[src/rtl/instr_fetch_if.sv]
// Fetch-side bus: instruction-memory request/response and decode handshake.
// master = fetch unit, slave = memory/decode environment.
interface instr_fetch_if #(
  parameter int DW = 32
);
  logic          imem_req_valid;
  logic          imem_req_ready;
  logic [DW-1:0] imem_req_addr;
  logic          imem_resp_valid;
  logic [DW-1:0] imem_resp_data;
  logic          dec_valid;
  logic          dec_ready;
  logic [DW-1:0] dec_instr;
  logic [DW-1:0] dec_pc;

  modport master (
    output imem_req_valid,
    output imem_req_addr,
    input  imem_req_ready,
    input  imem_resp_valid,
    input  imem_resp_data,
    output dec_valid,
    output dec_instr,
    output dec_pc,
    input  dec_ready
  );

  modport slave (
    input  imem_req_valid,
    input  imem_req_addr,
    output imem_req_ready,
    output imem_resp_valid,
    output imem_resp_data,
    input  dec_valid,
    input  dec_instr,
    input  dec_pc,
    output dec_ready
  );
endinterface

[src/rtl/instr_fetch.sv]
// Instruction fetch: credit-limited requests, in-flight PC tags,
// 2-entry output FIFO to decode, flush with late-response dropping.
module instr_fetch #(
  parameter int DW = 32
) (
  input  logic           clk,
  input  logic           rst,
  input  logic [DW-1:0]  pc_i,
  output logic           pc_en,
  input  logic           flush,
  instr_fetch_if.master  bus
);

  logic [1:0]    out_q, out_d;
  logic [1:0]    drop_q, drop_d;
  logic [1:0]    cnt_q, cnt_d;
  logic [2:0]    credit;
  logic          acc, resp, enq, deq;

  logic [DW-1:0] iq_q [2];
  logic          iq_wr_q, iq_rd_q;

  logic [DW-1:0] fpc_q [2];
  logic [DW-1:0] fdat_q [2];
  logic          f_wr_q, f_rd_q;

  // Credits cover both in-flight requests and buffered results.
  assign credit = {1'b0, out_q} + {1'b0, cnt_q};

  assign bus.imem_req_valid = !rst && !flush && (credit < 3'd2);
  assign bus.imem_req_addr  = pc_i;
  assign acc   = bus.imem_req_valid && bus.imem_req_ready;
  assign pc_en = acc;

  assign resp = bus.imem_resp_valid && (out_q != 2'd0);
  assign enq  = resp && (drop_q == 2'd0) && !flush;
  assign deq  = bus.dec_valid && bus.dec_ready && !flush;

  assign bus.dec_valid = !rst && (cnt_q != 2'd0);
  assign bus.dec_instr = fdat_q[f_rd_q];
  assign bus.dec_pc    = fpc_q[f_rd_q];

  always_comb begin
    out_d  = out_q + {1'b0, acc} - {1'b0, resp};
    drop_d = drop_q;
    cnt_d  = cnt_q + {1'b0, enq} - {1'b0, deq};
    if (flush) begin
      drop_d = out_q - {1'b0, resp};
      cnt_d  = 2'd0;
    end else if (resp && (drop_q != 2'd0)) begin
      drop_d = drop_q - 2'd1;
    end
  end

  always_ff @(posedge clk) begin
    if (rst) begin
      out_q     <= 2'd0;
      drop_q    <= 2'd0;
      cnt_q     <= 2'd0;
      iq_wr_q   <= 1'b0;
      iq_rd_q   <= 1'b0;
      f_wr_q    <= 1'b0;
      f_rd_q    <= 1'b0;
      fpc_q[0]  <= '0;
      fpc_q[1]  <= '0;
      fdat_q[0] <= '0;
      fdat_q[1] <= '0;
    end else begin
      out_q  <= out_d;
      drop_q <= drop_d;
      cnt_q  <= cnt_d;
      if (acc)  iq_wr_q <= ~iq_wr_q;
      if (resp) iq_rd_q <= ~iq_rd_q;
      if (flush) begin
        f_wr_q <= 1'b0;
        f_rd_q <= 1'b0;
      end else begin
        if (enq) begin
          fpc_q[f_wr_q]  <= iq_q[iq_rd_q];
          fdat_q[f_wr_q] <= bus.imem_resp_data;
          f_wr_q         <= ~f_wr_q;
        end
        if (deq) f_rd_q <= ~f_rd_q;
      end
    end
  end

  always_ff @(posedge clk) begin
    if (acc) iq_q[iq_wr_q] <= pc_i;
  end

  // A response with nothing outstanding is a memory protocol error.
  a_orphan_resp: assert property (
    @(posedge clk) disable iff (rst)
    !(bus.imem_resp_valid && (out_q == 2'd0))
  );

endmodule

[src/flat_wrapper.sv]
// flat-port wrapper written by rule: the top's interface ports become plain ports
module instr_fetch_flat 
#(
  parameter int DW = 32
)
  (clk, rst, pc_i, pc_en, flush, bus_imem_req_valid, bus_imem_req_addr, bus_imem_req_ready, bus_imem_resp_valid, bus_imem_resp_data, bus_dec_valid, bus_dec_instr, bus_dec_pc, bus_dec_ready);
  instr_fetch_if #(.DW(DW)) bus_i ();
  input  logic clk;
  input  logic rst;
  input  logic [DW-1:0] pc_i;
  output logic pc_en;
  input  logic flush;
  output wire logic [$bits(bus_i.imem_req_valid)-1:0] bus_imem_req_valid;
  output wire logic [$bits(bus_i.imem_req_addr)-1:0] bus_imem_req_addr;
  input wire logic [$bits(bus_i.imem_req_ready)-1:0] bus_imem_req_ready;
  input wire logic [$bits(bus_i.imem_resp_valid)-1:0] bus_imem_resp_valid;
  input wire logic [$bits(bus_i.imem_resp_data)-1:0] bus_imem_resp_data;
  output wire logic [$bits(bus_i.dec_valid)-1:0] bus_dec_valid;
  output wire logic [$bits(bus_i.dec_instr)-1:0] bus_dec_instr;
  output wire logic [$bits(bus_i.dec_pc)-1:0] bus_dec_pc;
  input wire logic [$bits(bus_i.dec_ready)-1:0] bus_dec_ready;
  assign bus_imem_req_valid = bus_i.imem_req_valid;
  assign bus_imem_req_addr = bus_i.imem_req_addr;
  assign bus_i.imem_req_ready = bus_imem_req_ready;
  assign bus_i.imem_resp_valid = bus_imem_resp_valid;
  assign bus_i.imem_resp_data = bus_imem_resp_data;
  assign bus_dec_valid = bus_i.dec_valid;
  assign bus_dec_instr = bus_i.dec_instr;
  assign bus_dec_pc = bus_i.dec_pc;
  assign bus_i.dec_ready = bus_dec_ready;
  instr_fetch #(.DW(DW)) u_core (.clk(clk), .rst(rst), .pc_i(pc_i), .pc_en(pc_en), .flush(flush), .bus(bus_i));
endmodule
[config.mk]
export PLATFORM = sky130hd
export DESIGN_NAME = instr_fetch_flat
export DESIGN_NICKNAME = d
export VERILOG_FILES = /design/src/rtl/instr_fetch_if.sv /design/src/rtl/instr_fetch.sv /design/src/flat_wrapper.sv
export SDC_FILE = /design/constraint.sdc
export NUM_CORES = 1
export LEC_CHECK = 0
export CORE_ASPECT_RATIO = 0.7
export CORE_MARGIN = 2
export CORE_UTILIZATION = 56
export DETAILED_ROUTE_END_ITERATION = 10
export PLACE_DENSITY = 0.83
export SLEW_MARGIN = 20
export SYNTH_ARGS = -nofsm -noshare
export SYNTH_HDL_FRONTEND = slang
export SYNTH_SLANG_ARGS = --single-unit
export TNS_END_PERCENT = 20
[constraint.sdc]
create_clock -name clk -period 5 [get_ports clk]
set_clock_uncertainty 0.2 [all_clocks]
set_input_delay 0.75 -clock clk [delete_from_list [all_inputs] [get_ports clk]]
set_output_delay 0.75 -clock clk [all_outputs]
set_load 0.01 [all_outputs]
### Yosys cells after proc, flatten, opt, wreduce, memory -nomap -nowiden

Memories as Yosys holds them, arrays and structs flattened. A register that Yosys moved wholly into a read port is not among the register bits.
Index checks and enable logic that the tools add are counted.

| storage, ports and cells | value |
|---|---|
| bits in registers | 10 |
| bits in writable memories | 192 |
| bits of input ports | 70 |
| word-level logic and storage cells | 64 |
| memories | 3 |

Memories:

| name | words | width | rd ports | clocked after Yosys merged registers in | write ports | line | text |
|---|---|---|---|---|---|---|---|
| u_core.fdat_q | 2 | 32 | 1 | 1 | 2 | instr_fetch.sv:24 | `logic [DW-1:0] fdat_q [2];` |
| u_core.fpc_q | 2 | 32 | 1 | 1 | 2 | instr_fetch.sv:23 | `logic [DW-1:0] fpc_q [2];` |
| u_core.iq_q | 2 | 32 | 1 | 1 | 1 | instr_fetch.sv:20 | `logic [DW-1:0] iq_q [2];` |

| operators by class | value |
|---|---|
| $add $sub $neg | 7 |
| $lt $le $gt $ge | 1 |
| mux-type cells | 22 |
| bitwise logic cells | 4 |
| reduce and logical (&&, ||, !) cells | 20 |

Operators with widths:

| operator | count |
|---|---|
| $mux W32 | 2 |
| $reduce_or A32 Y1 | 2 |
| $mux W1 | 18 |
| $logic_and A1 B1 Y1 | 10 |
| $reduce_bool A2 Y1 | 4 |
| $sub A2 B1 Y2 | 3 |
| $add A2 B1 Y2 | 2 |
| $mux W2 | 2 |
| $not A1 Y1 | 4 |
| $add A2 B2 Y3 | 1 |
| $lt A3 B2 Y1 const B | 1 |
| $logic_not A1 Y1 | 2 |
| $logic_not A2 Y1 | 1 |
| $reduce_or A2 Y1 | 1 |
| $sub A2 B1 Y2 const B | 1 |

### Logic depth before layout (Yosys ltp)

Gate-level depths: netlist (run 1).

| logic depth | value |
|---|---|
| depth in word-level cells | 10 |
| gate-level depth with buffers | 11 |

### Least setup slack after synthesis (run 1)

No wires, ideal clock.

| timing path | value |
|---|---|
| path kind | reg2reg |
| from | reg u_core.out_q[0] |
| to | mem u_core.iq_q[0][0], enable pin |
| setup time | 0.421 ns |
| data arrival time | 2.881 ns |
| required time | 4.379 ns |
| path slack | 1.498 ns |
| stages on the path, launching flop included | 7 |
| path buffers | 0 |
| period minus slack after synthesis | 3.502 ns |
| path through | dfxtp_1 > inv_1 > nor2_1 > fa_1 > nor4_4 > nand2_1 > nor2_1 |

| between the ends | value |
|---|---|
| longest elaborated chain between the ends | 6 |

RTL lines:

| item | line | text |
|---|---|---|
| from (decl) | instr_fetch.sv:14 | `logic [1:0] out_q, out_d;` |
| from (signal assigned) | instr_fetch.sv:69 | `out_q <= out_d;` |
| $add A2 B2 Y3 | instr_fetch.sv:28 | `assign credit = {1'b0, out_q} + {1'b0, cnt_q};` |
| $lt A3 B2 Y1 | instr_fetch.sv:30 | `assign bus.imem_req_valid = !rst && !flush && (credit < 3'd2);` |
| $logic_and A1 B1 Y1 | instr_fetch.sv:30 |  |
| named net bus_imem_req_valid | flat_wrapper.sv:13 | `output wire logic [$bits(bus_i.imem_req_valid)-1:0] bus_imem_req_valid;` |
| $logic_and A1 B1 Y1 | instr_fetch.sv:32 | `assign acc = bus.imem_req_valid && bus.imem_req_ready;` |
| $mux W1 | instr_fetch.sv:89 | `if (acc) iq_q[iq_wr_q] <= pc_i;` |
| $mux W1 (implied by the code) | instr_fetch.sv:89 |  |
| to (decl) | instr_fetch.sv:20 |  |

The timed path passes the listed nets, and every way through them passes these cells.

### Worst setup path after layout (run 1)

| timing path | value |
|---|---|
| from | reg u_core.out_q[0] |
| to | out pc_en |

| between the ends | value |
|---|---|
| longest elaborated chain between the ends | 4 |

RTL lines:

| item | line | text |
|---|---|---|
| $add A2 B2 Y3 | instr_fetch.sv:28 |  |
| $lt A3 B2 Y1 | instr_fetch.sv:30 |  |
| $logic_and A1 B1 Y1 | instr_fetch.sv:30 |  |
| $logic_and A1 B1 Y1 | instr_fetch.sv:32 |  |
| to (decl) | flat_wrapper.sv:11 | `output logic pc_en;` |

No other way between the ends.

==> results of run 1 <==
-- path summary, 6_finish.rpt --
path	startpoint	endpoint	cells after the start
worst max-delay path	u_core.out_q[0]	pc_en	7
worst max register to register	u_core.out_q[0]	u_core.iq_q[0][21]	6
worst min-delay path	u_core.drop_q[1]	u_core.drop_q[1]	1
worst min register to register	u_core.drop_q[1]	u_core.drop_q[1]	1
-- metal layers --
layer,share of wire (%),up-vias
met4,1.1,2
met5,0.078,-
li1,-,2372
met1,43,2422
met2,51,129
met3,5.5,22
-- metrics by stage --
step           cell area (um^2)  setup slack (ps)  power [mW]
6_report                  10900              1330        4.19
2_1_floorplan              8740              1500        2.49
5_1_grt                   10900              1170        4.35
3_3_place_gp              10300              1380        2.75
4_1_cts                   10900              1320        4.22
3_5_place_dp              10300              1360        2.78
-- logic make-up (layout without fill, tap and decap cells) --
family / after synthesis / after routing / synth area share [%]
flip-flops: 204 / 204 / 68.7
AND/OR/NAND/NOR: 189 / 189 / 10.9
buffers and inverters: 78 / 215 / 5.23
multiplexers: 97 / 97 / 12.5
AO/OA/AOI/OAI: 11 / 11 / 0.974
adder cells (fa/ha/maj): 7 / 7 / 1.09
XOR/XNOR: 6 / 6 / 0.601
-- sequential cells by signal, indices dropped and copies added (netlist names), named ones only --
name,cells
u_core.fdat_q,64
u_core.fpc_q,64
u_core.iq_q,64
u_core.cnt_q,2
u_core.drop_q,2
u_core.out_q,2
u_core.f_rd_q,1
u_core.f_wr_q,1
u_core.iq_rd_q,1
u_core.iq_wr_q,1
-- power by group --
group	total [mW]	internal, mW	switching [mW]
registers	2.08	2.00	0.0808
clock network	1.45	0.865	0.581
logic	0.660	0.349	0.311
-- cells in the final DEF (no fill, tap or decap) --
master,netlist,final
o311a_1,1,1
clkinvlp_4,0,1
inv_1,9,9
edfxtp_1,192,192
and3_2,24,25
nand2b_1,2,1
or2_2,0,1
a21o_2,0,2
a21oi_1,2,2
o31a_1,1,1
xnor2_1,3,3
bufinv_16,0,2
nor2_1,75,72
nand2b_2,0,1
nor2b_1,1,1
o211ai_2,1,1
o21a_1,1,1
buf_4,32,5
clkinv_1,0,4
and3_1,41,40
o21ai_2,1,1
fa_1,1,1
clkbuf_16,0,21
nor3_1,5,5
clkdlybuf4s50_1,0,168
clkbuf_1,15,5
nand2_1,34,34
ha_1,6,6
mux2_2,96,96
and2_1,3,3
or4b_1,1,1
dfxtp_2,0,2
mux2i_1,1,1
nor2_4,0,4
nor4_4,1,1
xor2_1,3,3
dfxtp_1,12,10
o21ai_0,1,1
a21boi_0,1,1
-- cell type report --
type / count / area share (%)
repair buffers: 173 / 15.7
well taps: 200 / 2.29
inverters: 9 / 0.309
multi-input cells: 310 / 21.1
flip-flops and latches: 204 / 54.9
clock buffers: 26 / 4.97
clock inverters: 7 / 0.754
==> qor.yml, run 1 <==
clock_network:
  cts_sinks: 204
  clkSlewWorstSetupHoldPaths_ps: 60
  clk_latency_ps: 480
  cts_buffers: 20
  cts_tree: "built"
  post-cts-setup-buffers: 0
  root_buffer: "clkbuf_16"
  post_cts_resize_count: 0
  htreeDepth: 1
  hold_buffers: 0
  cts.path.max_buffers: 3
place:
  place_hpwl_mm: 10.3
  gp_congestion: 0.763
  io_buffers: 168
  dp.cells: 896
floorplan:
  pin_count: 169
  num_rows: 38
  die_w_um: 153
  die_h_um: 109
  die_area_um2: 16600
  fp.coreArea_um2: 15400
  start_util_pct: 56.9
sta:
  fin_setup_tns_ps: 0
  relSlewSlack_pct: 33.5
  hold_viol: 0
  final_max_slew_viol_count: 0
  rsz0062_at_grt: "false"
  worst_pin_slew_ps: 995
  post-route-period-util_pct: 73.4
  setup_viol: 0
  hold_ws_ps: 321
  max_freq_ghz: 0.272
  fin_crit_ps: 3670
detailed_routing:
  vias: 4947
  drtIter0Drc: 302
  via_per_inst: 5.33
  routedWlPerCell_um: 17.9
  dr.pass1.iters: 5
  drt_wl_total_mm: 16.7
  drc_errors: 0
  ant_nets: 0
critical_path:
  crit_top_cell: "inv_1"
  cp-end-kind: "primary output"
  critPathTopFamily: "buffers and inverters"
  cpPeakStageDelay_ps: 540
  crit_buf_inv: 3
  path_cells: "inv_1 -> nor2_1 -> fa_1 -> nor4_4 -> nand2_1 -> inv_1 -> clkdlybuf4s50_1"
  path_class: "register to primary output"
  critical-path-slowest-cell: "clkdlybuf4s50_1"
  required_ps: 4050
  reg2reg_slack_ps: 1990
  cp-start-kind: "register"
  cp.arrival_ps: 2720
  critical_path_peak_fanout: 4
yosys:
  ys_seq_elements: 204
  synth_most_common_cell: "edfxtp_1"
  synthTopCellsByArea: "edfxtp_1 (66%), mux2_2 (12%), nor2_1 (3.2%), and3_1 (2.9%), dfxtp_1 (2.7%)"
  ys.flop_type: "edfxtp_1"
  synth_edf_count: 192
  synth_area_per_cell_um2: 14.8
  ys_warn_count: 0
  synthArstFlopShare_pct: 0
  synthTopCellsByCount: "edfxtp_1 (192), mux2_2 (96), nor2_1 (75)"
  ys_seq_area_share_pct: 68.7
  synth_area_um2: 8740
  synthCells: 592
  syn_nets: 669
  synth_top_area_share_pct: 66.0
  ys_types: 36
  yosysTopAreaCell: "edfxtp_1"
cells_and_area:
  areaGrowthSynthToFinish_pct: 25.3
  num_antenna_cells: 0
  nets: 795
  fill_cells: 985
  instances_no_fill: 929
  multiInputGateArea_um2: 2310
  finish.utilization_pct: 71.3
  drive_above_1_share_pct: 22.4
  seq_area_um2: 6010
flow_run:
  cap_viol_max_count: 0
global_routing:
  antenna_found_initial: 1
  grt_util_met2_pct: 35.1
  groute.usage.overall_pct: 19.9
  grt_busiest_layer: "met2"
  grt_max_degree: 100
  grt_overflow: 0
  met3_usage_pct: 3.65
  grt_pass1_wl_mm: 25.9
  gr-usage-met1_pct: 26.0
  grt_pass1_vias: 5144
status:
  status: "complete, no violations"
power:
  vdd_drop_max_mv: 0.228
  power.leakage_nw: 4.03
  powerDensity_nw_per_um2: 383
hold_path:
  hp-class: "register to register"
No activity file was read; power rests on OpenSTA's default activity.
==> run 2: changes to the inputs <==
--- a/config.mk
+++ b/config.mk
@@ -7,9 +7,9 @@
 export LEC_CHECK = 0
 export CORE_ASPECT_RATIO = 0.7
 export CORE_MARGIN = 2
-export CORE_UTILIZATION = 56
+export CORE_UTILIZATION = 52
 export DETAILED_ROUTE_END_ITERATION = 10
-export PLACE_DENSITY = 0.83
+export PLACE_DENSITY = 0.78
 export SLEW_MARGIN = 20
 export SYNTH_ARGS = -nofsm -noshare
 export SYNTH_HDL_FRONTEND = slang
==> constraint.sdc (replaced) <==
create_clock -name clk -period 3.5 [get_ports clk]
set_clock_uncertainty 0.2 [all_clocks]
set_input_delay 0.525 -clock clk [delete_from_list [all_inputs] [get_ports clk]]
set_output_delay 0.525 -clock clk [all_outputs]
set_load 0.01 [all_outputs]
==> run 2 against run 1 <==
Against the previous run: highest routed layer is now met4; core utilization decreased by 4.0 points; critical path depth unchanged; final area increased by 0.85%; sequential power increased by 40%; critical path type unchanged; wire length increased by 4.0%; register-to-register slack got worse by 1200 ps; first-iteration DRC count increased by 26%.
==> qor.yml, run 2 (synthesis gave the netlist of run 1 again) <==
detailed_routing:
  top_layer_used: "met4"
  ant_nets: 0
  routedWlPerCell_um: 17.9
  vias: 5060
  wl_met1_mm: 7.96
  dr.pass1.iters: 4
  drt_wl_total_mm: 17.3
  met2_length_mm: 8.03
  drc_errors: 0
  wl_met3_um: 989
  drtIter0Drc: 380
  via_per_inst: 5.23
cells_and_area:
  final_common_cell: "edfxtp_1"
  finish.utilization_pct: 67.3
  fill_cells: 1192
  nets: 807
  drive_above_1_share_pct: 23.6
  instances_no_fill: 968
  areaGrowthSynthToFinish_pct: 26.3
  seq_area_um2: 6010
  num_antenna_cells: 0
  final_cell_mix: "edfxtp_1 (192), clkdlybuf4s50_1 (168), mux2_2 (96)"
  reg.largest.list: "u_core.fdat_q (64), u_core.fpc_q (64), u_core.iq_q (64)"
  multiInputGateArea_um2: 2290
  fin_area_um2: 11000
sta:
  fin_setup_tns_ps: 0
  final_max_slew_viol_count: 0
  rsz0062_at_grt: "false"
  worst_pin_slew_ps: 813
  hold_viol: 0
  fin_crit_ps: 3310
  post-route-period-util_pct: 94.5
  max_freq_ghz: 0.302
  relSlewSlack_pct: 45.8
  hold_ws_ps: 303
  setup_viol: 0
  setup_ws_ps: 191
floorplan:
  die_h_um: 112
  pin_count: 169
  start_util_pct: 53.3
  die_w_um: 159
  num_rows: 39
  die_area_um2: 17900
  fp.coreArea_um2: 16400
status:
  status: "complete, no violations"
clock_network:
  cts_buffers: 21
  post-cts-setup-buffers: 0
  cts_tree: "built"
  cts.path.max_buffers: 3
  root_buffer: "clkbuf_16"
  cts_sinks: 204
  clkSlewWorstSetupHoldPaths_ps: 60
  hold_buffers: 0
  post_cts_resize_count: 0
  htreeDepth: 1
  clk_latency_ps: 470
power:
  vdd_drop_max_mv: 0.343
  powerDensity_nw_per_um2: 536
  power.leakage_nw: 4.09
  p_total_mw: 5.91
critical_path:
  reg2reg_slack_ps: 750
  critical_path_peak_fanout: 4
  path_class: "register to primary output"
  cp.arrival_ps: 2580
  cp-end-kind: "primary output"
  required_ps: 2770
  cp-start-kind: "register"
place:
  place_hpwl_mm: 11.1
  gp_congestion: 0.791
  dp.cells: 932
  io_buffers: 168
  pre_cts_ws_ps: 582
  placed_area_um2: 10400
global_routing:
  grt_overflow: 0
  antenna_found_initial: 0
  grt_pass1_wl_mm: 27.5
  grt_pass1_vias: 5243
  grt_max_degree: 44
  groute.usage.overall_pct: 19.4
flow_run:
  cap_viol_max_count: 0
hold_path:
  hp-class: "register to register"
## run 2: cell count changes in the layout (fill, tap and decap cells not counted), sizes merged
cell and delta:
buf +11, clkbuf -2, clkinv +7, clkinvlp -1, inv +1, bufinv -2
## run 2: layout make-up
class	count	area share [%]
well taps	225	2.55
clock buffers	24	4.86
multi-input cells	310	20.8
flip-flops and latches	204	54.4
inverters	9	0.306
repair buffers	184	16.5
clock inverters	12	0.533
## run 2: power by group
group	leakage, nW	internal [mW]	switching [mW]
clock network	0.297	1.10	0.853
registers	2.00	2.86	0.0594
logic	1.79	0.522	0.525
## run 2: final timing paths
path / from / end / cells after the start
max: u_core.out_q[0] / pc_en / 7
min: u_core.iq_rd_q / register / 2
max reg2reg: u_core.out_q[0] / u_core.out_q[1] / 11
min reg2reg: u_core.iq_rd_q / register / 2
## run 2: metal layers
metal	up-vias	GRT usage, %
met2	164	30.9
met1	2464	27.6
li1	2400	-
met4	0	5.70
met5	-	0
met3	32	3.99
## run 2: worst max-delay path, cell delays in order, from the launching register on
cell             delay [ps]
dfxtp_2                 370
inv_1                    70
nor2_1                  140
fa_1                    470
nor4_4                  290
nand2_2                 160
inv_1                    80
clkdlybuf4s50_1         530
